--- src/rtl/spi_cmd_regfile.sv ---
// Purpose : SPI command parser + NUM_REGS x 8-bit register bank ({rw,addr} command, auto-increment burst).
// Latency : rxd_flag -> register write / wr_strobe / txd_data update = 1 clk.
// Backpr. : none; one byte per rxd_flag, bytes are consumed unconditionally while CS_N is low.
//
// Ports:
//   i_clk, i_rst_n          system clock, async active-low reset
//   i_cs_n                  raw SPI chip select (asynchronous, synchronised here)
//   i_rxd_data, i_rxd_flag  received byte and its 1-clk strobe
//   o_txd_data              byte the slave transmits in the next byte slot
//   o_regs_out              flattened registers, reg k at [8k+7:8k]
//   o_wr_strobe, o_wr_addr  1-clk write pulse and address of the last write
//   o_frame_err             sticky: command byte with no data byte before frame end
module spi_cmd_regfile #(
    parameter int         NUM_REGS  = 8,
    parameter logic [7:0] RD_EMPTY  = 8'h00,
    parameter logic [7:0] IDLE_BYTE = 8'hA5
) (
    input  logic                  i_clk,
    input  logic                  i_rst_n,
    input  logic                  i_cs_n,
    input  logic [7:0]            i_rxd_data,
    input  logic                  i_rxd_flag,
    output logic [7:0]            o_txd_data,
    output logic [NUM_REGS*8-1:0] o_regs_out,
    output logic                  o_wr_strobe,
    output logic [6:0]            o_wr_addr,
    output logic                  o_frame_err
);

    typedef enum logic {ST_CMD, ST_DATA} state_t;

    localparam logic [7:0] NREGS_B = 8'(NUM_REGS);

    state_t     r_state, w_state_nxt;
    logic       r_cs_meta, r_cs_s, r_cs_prev;
    logic [6:0] r_addr, w_addr_nxt;
    logic       r_mode, w_mode_nxt;   // 1 = write burst, 0 = read burst
    logic       r_got, w_got_nxt;     // at least one data byte seen in this frame
    logic [7:0] r_txd, w_txd_nxt;
    logic       r_wr_strobe;
    logic [6:0] r_wr_addr;
    logic       r_frame_err;
    logic       w_we, w_err_set, w_cs_rise, w_accept;
    logic [7:0] r_regs   [NUM_REGS];
    logic [7:0] w_rd_tbl [128];

    // Full 7-bit read map: unmapped addresses return RD_EMPTY, so the read
    // path can index with the raw address and never go out of range.
    for (genvar k = 0; k < 128; k++) begin : g_tbl
        if (k < NUM_REGS) begin : g_map
            assign w_rd_tbl[k] = r_regs[k];
        end else begin : g_unm
            assign w_rd_tbl[k] = RD_EMPTY;
        end
    end

    for (genvar k = 0; k < NUM_REGS; k++) begin : g_out
        assign o_regs_out[8*k +: 8] = r_regs[k];
    end

    assign o_txd_data  = r_txd;
    assign o_wr_strobe = r_wr_strobe;
    assign o_wr_addr   = r_wr_addr;
    assign o_frame_err = r_frame_err;

    // A byte landing in the very clk where the synchronised CS_N first reads
    // high still belongs to the closing frame and is processed.
    assign w_cs_rise = r_cs_s & ~r_cs_prev;
    assign w_accept  = i_rxd_flag & (~r_cs_s | w_cs_rise);

    always_ff @(posedge i_clk or negedge i_rst_n) begin
        if (!i_rst_n) begin
            r_state <= ST_CMD;
        end else begin
            r_state <= w_state_nxt;
        end
    end

    always_comb begin
        w_state_nxt = r_state;
        w_addr_nxt  = r_addr;
        w_mode_nxt  = r_mode;
        w_got_nxt   = r_got;
        w_txd_nxt   = r_txd;
        w_we        = 1'b0;
        w_err_set   = 1'b0;
        if (w_accept) begin
            case (r_state)
                ST_CMD: begin
                    w_addr_nxt  = i_rxd_data[6:0];
                    w_mode_nxt  = i_rxd_data[7];
                    w_got_nxt   = 1'b0;
                    w_txd_nxt   = i_rxd_data[7] ? IDLE_BYTE : w_rd_tbl[i_rxd_data[6:0]];
                    w_state_nxt = ST_DATA;
                end
                default: begin
                    w_we       = r_mode && ({1'b0, r_addr} < NREGS_B);
                    w_txd_nxt  = r_mode ? IDLE_BYTE : w_rd_tbl[r_addr + 7'd1];
                    w_addr_nxt = r_addr + 7'd1;
                    w_got_nxt  = 1'b1;
                end
            endcase
        end
        // Deselected: any byte above has already been applied, now close the frame.
        if (r_cs_s) begin
            w_err_set   = (w_state_nxt == ST_DATA) && !w_got_nxt;
            w_state_nxt = ST_CMD;
            w_txd_nxt   = IDLE_BYTE;
        end
    end

    always_ff @(posedge i_clk or negedge i_rst_n) begin
        if (!i_rst_n) begin
            r_cs_meta   <= 1'b1;
            r_cs_s      <= 1'b1;
            r_cs_prev   <= 1'b1;
            r_addr      <= 7'd0;
            r_mode      <= 1'b0;
            r_got       <= 1'b0;
            r_txd       <= IDLE_BYTE;
            r_wr_strobe <= 1'b0;
            r_wr_addr   <= 7'd0;
            r_frame_err <= 1'b0;
            for (int k = 0; k < NUM_REGS; k++) begin
                r_regs[k] <= 8'h00;
            end
        end else begin
            r_cs_meta   <= i_cs_n;
            r_cs_s      <= r_cs_meta;
            r_cs_prev   <= r_cs_s;
            r_addr      <= w_addr_nxt;
            r_mode      <= w_mode_nxt;
            r_got       <= w_got_nxt;
            r_txd       <= w_txd_nxt;
            r_wr_strobe <= w_we;
            if (w_we) begin
                r_wr_addr <= r_addr;
            end
            if (w_err_set) begin
                r_frame_err <= 1'b1;
            end
            for (int k = 0; k < NUM_REGS; k++) begin
                if (w_we && (r_addr == 7'(k))) begin
                    r_regs[k] <= i_rxd_data;
                end
            end
        end
    end

endmodule
--- config.mk ---
export PLATFORM = sky130hd
export DESIGN_NAME = spi_cmd_regfile
export DESIGN_NICKNAME = d
export VERILOG_FILES = /design/src/rtl/spi_cmd_regfile.sv
export SDC_FILE = /design/constraint.sdc
export NUM_CORES = 1
export LEC_CHECK = 0
export BUFFER_PORTS_ARGS = -buffer_cell sky130_fd_sc_hd__buf_2
export CAP_MARGIN = 40
export CORE_MARGIN = 4
export CORE_UTILIZATION = 27
export DETAILED_ROUTE_END_ITERATION = 12
export PLACE_DENSITY_LB_ADDON = 0.2
export SLEW_MARGIN = 20
export SYNTH_ARGS = -nofsm -noshare
export SYNTH_HDL_FRONTEND = slang
export SYNTH_SLANG_ARGS = --single-unit
--- constraint.sdc ---
create_clock -name i_clk -period 3.9 [get_ports i_clk]
set_input_delay 0.78 -clock i_clk [delete_from_list [all_inputs] [get_ports i_clk]]
set_output_delay 0.78 -clock i_clk [all_outputs]
set_load 0.005 [all_outputs]
==> results of run 1 <==
==> area by class of cell <==
class,instances,area share (%)
clock inverters,5,1.085
inverters,5,0.3190
repair buffers,98,8.592
well taps,229,4.870
multi-input cells,240,40.71
clock buffers,11,4.296
flip-flops and latches,94,40.13
==> layout by cell type, fill, tap and decap left out, types with 2 or more instances in the layout <==
master and instances:
a2111oi_0 4, a21o_1 3, a21oi_1 4, a22oi_1 4, a31oi_1 13, and2_1 5, buf_2 92, buf_4 6
clkbuf_16 9, clkbuf_8 2, dfrtp_1 87, dfstp_2 7, ha_1 4, inv_1 5, inv_6 2, mux2_1 3
mux2_2 68, mux2i_1 21, mux4_2 24, nand2_1 17, nand2b_1 4, nand3_1 6, nor2_1 6, nor2_4 8
nor2b_1 6, nor3_1 9, o21ai_0 7, o221ai_1 4, o22ai_1 4
==> worst paths after layout <==
kind,end,depth (start not counted)
worst max-delay path,o_regs_out[63]$_DFFE_PN0P_,6
worst min-delay path,r_cs_s$_DFF_PN1_,0
worst max register to register,o_txd_data[4]$_DFFE_PN0P_,6
worst min register to register,r_cs_s$_DFF_PN1_,0
max in group asynchronous,r_cs_meta$_DFF_PN1_,2
min in group asynchronous,o_regs_out[21]$_DFFE_PN0P_,1
==> critical path, stage by stage <==
cell and delay, ps:
buf_2 170, a21boi_2 460, and2_1 310, nand3_1 350, nor2_4 360, mux2_2 370
==> registers in the layout, indices dropped and copies added (netlist names) <==
name,flops
o_frame_err,1
o_regs_out,64
o_txd_data,8
o_wr_addr,7
o_wr_strobe,1
r_addr,7
r_cs_meta,1
r_cs_prev,1
r_cs_s,1
r_got,1
r_mode,1
r_state,1
==> power by group <==
group / total (µW) / switching, µW / leakage [µW] / internal (µW)
logic: 458 / 243 / 0.00144 / 214
registers: 1140 / 92.9 / 0.00126 / 1050
clock network: 928 / 391 / 0.000153 / 538
==> synth_stat cells (all sizes together) <==
library cell and instances:
inv 5, nand2b 4, a311oi 1, nor2 14, nor4 2, a31oi 13, xnor2 1, xor2 2
and2 5, mux2 71, o21a 1, and3 1, buf 17, ha 4, or3 1, dfrtp 87
nand3 7, clkbuf 10, nor2b 6, o22ai 4, a22oi 4, nand3b 1, a21oi 4, a21o 3
mux2i 21, o211ai 1, a211oi 1, nand2 17, dfstp 7, o21ai 7, o221ai 4, or3b 1
mux4 24, a21boi 1, nor3 10, a2111oi 4
==> routing by layer <==
layer	share of wire [%]	vias to the layer above
met5	0	-
met4	2.3	0
met3	3.7	13
met2	48	90
met1	46	1774
li1	-	1541
==> cells by family (layout without fill, tap and decap cells) <==
| kind of cell | count (synthesis) | in the layout | share of synthesized area, % |
|---|---|---|---|
| and+or+nand+nor | 69 | 69 | 8.852 |
| AOI/OAI and AO/OA | 48 | 48 | 6.658 |
| DFF | 94 | 94 | 48.14 |
| adders and majority gates | 4 | 4 | 1.020 |
| buffers and inverters | 32 | 119 | 3.036 |
| xor gates and xnor gates | 3 | 3 | 0.6889 |
| muxes | 116 | 116 | 31.61 |
==> stage by stage <==
stage | utilization (%) | worst slack [ps] | power [µW] | area [µm²]
2_1_floorplan | - | 1179 | 1452 | 4905
3_3_place_gp | 31.07 | 1036 | 1622 | 5562
3_5_place_dp | 31.09 | 948.2 | 1627 | 5567
4_1_cts | 32.86 | 1278 | 2568 | 5883
5_1_grt | 32.86 | 1150 | 2652 | 5883
6_report | 32.86 | 1338 | 2529 | 5883
==> summary.md, run 1 <==
| Metric | Value |
|---|---|
| Status | finished clean |
| CTS tree | yes |
| Synth Cell Area | 4905 µm² |
| Layout area overhead | 19.95% |
| Hold_ws | 356.7 ps |
| Peak supply drop | 0.2156 mV |
| Initial drt markers | 185 |
| Max-slew violations | 0 |
| Die width | 142.8 µm |
| Final Hold Vio Count | 0 |
| Dominant cell type by area after synthesis | dfrtp_1 |
| Setup-failing EPs final | 0 |
| Yosys top cell area share | 44.39% |
| RSZ-0062 raised after global routing | false |
| Fill cell count | 1833 |
| Post-CTS resize count | 0 |
| Worst-Skew Late Latency | 350 ps |
| Vias in the first global route | 3507 |
| Reg area | 2361 µm² |
| Met2 Usage GRT | 23.27% |
| Via-per-instance ratio | 5.012 |
| Worst setup path start | i_rxd_flag |
| Syn Inst Count | 366 |
| CTS Hold Buffers Added | 0 |
| Highest Clock Rate | 390.2 MHz |
| Max_cap viols | 0 |
| Crit end category | register |
| Synth top area cells | dfrtp_1 (44%), mux2_2 (16%), mux4_2 (11%) |
| Crit path DAT | 2800 ps |
| Nets@finish | 464 |
| Core Box Area | 17900 µm² |
| Ports | 93 |
| Worst Path Class, Setup | input port to register |
| Period minus WS final | 2562 ps |
| Leak | 0.002851 µW |
| CTS buffer count | 9 |
| Met1 Use GR | 20.05% |
| DR pass1 iterations | 4 |
| Netlist cell types | 45 |
| Syn Area/Cell | 13.40 µm² |
| Flop2flop setup slack | 1340 ps |
| CTS sink count | 94 |
| HPWL after DPL | 10220 µm |
| Area occupied by multi-input gates | 2395 µm² |
| Post-Layout Cell Count | 682 |
| Number of H-tree levels | 3 |
| Register area share after synthesis | 48.14% |
| DRC Markers | 0 |
| DR vias | 3418 |
| Clock slew at reported path FFs | 60 ps |
| Number of post-CTS setup repair buffers | 0 |
| Grt met3 use | 3.315% |
| P per Cell Area | 429.9 nW/µm² |
| Antenna Violating Nets Remaining | 0 |
| TNS Setup | 0 ps |
| Row count | 49 |
| # diodes | 0 |
| Max Root-Sink Buffers | 2 |
| Routed wire length | 14600 µm |
| Critical Path Start Type | input port |
| Die Area | 20390 µm² |
| Root Buffer | clkbuf_16 |
| Layout Skew | 8.682 ps |
| Max_slew headroom | 49.62% |
| Largest net degree at the start of global routing | 49 |
| Worst hold start | r_cs_meta$_DFF_PN1_ |
| Post-synthesis register bit count | 94 |
| Routed len/inst | 21.40 µm |
| First-pass GRT wire length | 22340 µm |
| Initial Utilization | 27.40% |
| Die height | 142.8 µm |
| Syn Nets | 382 |
| Total GRT Usage | 14.74% |
| Layout cells sized above 1 | 50.33% |
| Hold/Removal Path Class | register to register |
| Total gr overflow | 0 |
| Inst Count DP | 666 |
| Port Buffer Count | 92 |
| CP max FO | 12 |
| Crit share post-route | 65.70% |
| Synth warn | 0 |
| Req. time, crit path | 4130 ps |
| Initial antenna violation count | 0 |
| Top Usage Layer GRT | met2 |
| Reg2reg start | r_addr[1]$_DFFE_PN0P_ |
| Slew @ Worst Pin | 755.0 ps |
| Final RePlAce weighted congestion | 0.8033 |
(Power assumes the default switching activity.)
==> inputs of run 2 (changes only) <==
ABC_AREA = 1   (was unset)
clock period = 2.6 ns   (was 3.9 ns; I/O delays follow)
==> summary.md, run 2 <==
| Metric | Value |
|---|---|
| Die Area | 21900 µm² (was 20390 µm²) |
| Antenna Violating Nets Remaining | 0 (unchanged) |
| Initial drt markers | 392 (was 185) |
| Most frequent cells in the layout | nand2_1 (234), buf_2 (91), dfrtp_1 (87) (was buf_2 (92), dfrtp_1 (87), mux2_2 (68)) |
| CTS sink count | 94 (unchanged) |
| HPWL after DPL | 13540 µm (was 10220 µm) |
| Status | finished clean (unchanged) |
| Leak | 0.003227 µW (was 0.002851 µW) |
| Max-slew violations | 0 (unchanged) |
| RSZ-0062 raised after global routing | false (unchanged) |
| Netlist cell types | 31 (was 45) |
| Dominant cell type by area after synthesis | dfrtp_1 (unchanged) |
| Ports | 93 (unchanged) |
| Max_cap viols | 0 (unchanged) |
| DR pass1 iterations | 5 (was 4) |
| Setup-failing EPs final | 0 (unchanged) |
| Switching power | 1263 µW (was 726.9 µW) |
| Layout cells sized above 1 | 22.14% (was 50.33%) |
| Seq pwr share | 43.2% (was 45.2%) |
| Row count | 50 (was 49) |
| Int Power | 2506 µW (was 1802 µW) |
| Post-Layout Cell Count | 1046 (was 682) |
| Root Buffer | clkbuf_16 (unchanged) |
| Total gr overflow | 0 (unchanged) |
| Port Buffer Count | 92 (unchanged) |
| Post-route cell area | 6237 µm² (was 5883 µm²) |
| Synth top area cells | dfrtp_1 (41%), nand2_1 (17%), nand3_1 (6.3%) (was dfrtp_1 (44%), mux2_2 (16%), mux4_2 (11%)) |
| Initial antenna violation count | 0 (unchanged) |
| Peak supply drop | 0.3394 mV (was 0.2156 mV) |
| Crit share post-route | 82.41% |
| Syn Nets | 722 (was 382) |
| Placed cell areas | 5972 µm² (was 5567 µm²) |
| Synth warn | 0 (unchanged) |
| Core Box Area | 19020 µm² (was 17900 µm²) |
| Total GRT Usage | 16.93% (was 14.74%) |
| Number of post-CTS setup repair buffers | 0 (unchanged) |
| CTS Hold Buffers Added | 0 (unchanged) |
| Commonest cells in the netlist | nand2_1 (234), dfrtp_1 (87), nand3_1 (67) (was dfrtp_1 (87), mux2_2 (68), mux4_2 (24)) |
| Vias in the first global route | 4748 (was 3507) |
| Most common cell after layout, fill and taps aside | nand2_1 (was buf_2) |
| Highest Clock Rate | 466.7 MHz |
| Number of flops mapped to enable cells by yosys | 0 (unchanged) |
| Hold/Removal Path Class | input port to asynchronous set/reset pin (was register to register) |
| DR vias | 4966 (was 3418) |
| Clk network pwr share | 32.6% (was 36.7%) |
| Critical Path Start Type | register (was input port) |
| Via-per-instance ratio | 4.748 (was 5.012) |
| CTS buffer count | 9 (unchanged) |
| Post-CTS resize count | 0 (unchanged) |
| Post-synthesis register bit count | 94 (unchanged) |
| Register area share after synthesis | 44.62% (was 48.14%) |
| Clock slew at reported path FFs | 60 ps (about the same) |
| Dpl ws | 365.0 ps (was 948.2 ps) |
| Hold_ws | 138.6 ps (was 356.7 ps) |
| Syn Inst Count | 706 (was 366) |
| Crit path DAT | 2420 ps (was 2800 ps) |
| P per Cell Area | 604.3 nW/µm² (was 429.9 nW/µm²) |
| Die height | 148.0 µm (was 142.8 µm) |
| Final RePlAce weighted congestion | 0.9171 (was 0.8033) |
| CTS tree | yes (unchanged) |
| Slew @ Worst Pin | 787.2 ps (was 755.0 ps) |
| Max Root-Sink Buffers | 2 (unchanged) |
| Setup WS post-layout | 457.3 ps (was 1338 ps) |
| Inst Count DP | 1032 (was 666) |
| Final Hold Vio Count | 0 (unchanged) |
| Number of flip-flops in the largest register | 64 (unchanged) |
| TNS Setup | 0 ps (unchanged) |
| Period minus WS final | 2143 ps |
| Crit end category | register (unchanged) |
| Largest net degree at the start of global routing | 39 (was 49) |
| Yosys top cell area share | 41.14% (was 44.39%) |
| CP max FO | 36 (was 12) |
| Max_slew headroom | 47.04% (was 49.62%) |
| Number of H-tree levels | 3 (unchanged) |
| Switching share of total power | 33.50% (was 28.74%) |
| Ys async rst share | 100.0% (unchanged) |
| Die width | 148.0 µm (was 142.8 µm) |
| DRC Markers | 0 (unchanged) |
| Top_reg_cell synth | dfrtp_1 (unchanged) |
| Logic gate share of total power | 24.2% (was 18.1%) |
| Syn Area/Cell | 7.495 µm² (was 13.40 µm²) |
| First-pass GRT wire length | 28230 µm (was 22340 µm) |
| Layout Skew | 10.81 ps (was 8.682 ps) |
| Worst Path Class, Setup | register to register (was input port to register) |
| # diodes | 0 (unchanged) |
| Synth Cell Area | 5291 µm² (was 4905 µm²) |
| Routed wire length | 18170 µm (was 14600 µm) |
| Initial Utilization | 27.82% (was 27.40%) |
| Count leader, synth | nand2_1 (was dfrtp_1) |
| Worst-Skew Late Latency | 360 ps (was 350 ps) |
| Routed len/inst | 17.37 µm (was 21.40 µm) |
| Layout area overhead | 17.88% (was 19.95%) |
| Req. time, crit path | 2880 ps (was 4130 ps) |
| Nets@finish | 799 (was 464) |
-- run 2: cell count changes after synthesis, sizes merged, moves of 6 or more --
cell / previous run / this run
a21oi: 4 / 36
a31oi: 13 / 0
buf: 17 / 30
inv: 5 / 82
mux2: 71 / 0
mux2i: 21 / 0
mux4: 24 / 0
nand2: 17 / 244
nand3: 7 / 69
nor2b: 6 / 0
o211ai: 1 / 8
o21ai: 7 / 94
-- run 2: area by class of cell --
type / instances / area, µm²
flip-flops and latches: 94 / 2361
repair buffers: 104 / 578.1
well taps: 260 / 325.3
fillers: 2122 / 12780
clock inverters: 3 / 22.52
clock buffers: 11 / 242.7
multi-input cells: 492 / 2397
inverters: 82 / 310.3
-- run 2: cell families after synthesis --
group | Yosys count | synth area share, %
AOI/OAI and AO/OA | 146 | 16.01
adders and majority gates | 4 | 0.9459
buffers and inverters | 120 | 10.07
DFF | 94 | 44.62
and+or+nand+nor | 342 | 28.35
-- run 2: stage by stage --
stage	power [µW]	util (%)
floorplan	2242	-
global placement	2567	31.40
detailed placement	2567	31.40
CTS	3812	32.80
global route	3987	32.80
finish	3769	32.80
-- run 2: worst max-delay path, stage by stage (launching register included) --
cell,delay (ps)
dfrtp_1,360
buf_4,340
ha_1,320
inv_1,90
nand2_1,60
nand2_1,210
inv_2,200
nand2_1,70
nand2_1,80
nand3_1,70
nand2_1,60
nand2_1,50
a21oi_1,140
-- run 2: routing by layer --
metal  global-route usage, %  vias to the layer above  routed length (µm)
met5                       0                        -                   0
met4                   6.651                        0                 473
met3                   2.728                       29                1035
met2                   25.67                      171                8019
met1                   24.16                     2318                8640
li1                        -                     2448                   -
-- run 2: final timing paths --
kind                                             endpoint  slack, ps  cells past startpoint                  start
min in group i_clk                    r_cs_meta$_DFF_PN1_        270                      1                 i_cs_n
worst min-delay path             o_wr_addr[3]$_DFFE_PN0P_        140                      1                i_rst_n
worst max-delay path            o_txd_data[5]$_DFFE_PN1P_        460                     12  r_addr[0]$_DFFE_PN0P_
worst max register to register  o_txd_data[5]$_DFFE_PN1P_        460                     12  r_addr[0]$_DFFE_PN0P_
worst min register to register           r_cs_s$_DFF_PN1_        360                      0    r_cs_meta$_DFF_PN1_
max in group asynchronous       o_regs_out[0]$_DFFE_PN0P_       1770                      2                i_rst_n
-- run 2: power groups by stage --
stage / clock, µW / sequential, µW / combinational, µW
floorplan: 0 / 1640 / 598
global placement: 0 / 1650 / 912
detailed placement: 0 / 1650 / 914
CTS: 1270 / 1630 / 919
global route: 1320 / 1640 / 1030
finish: 1230 / 1630 / 913
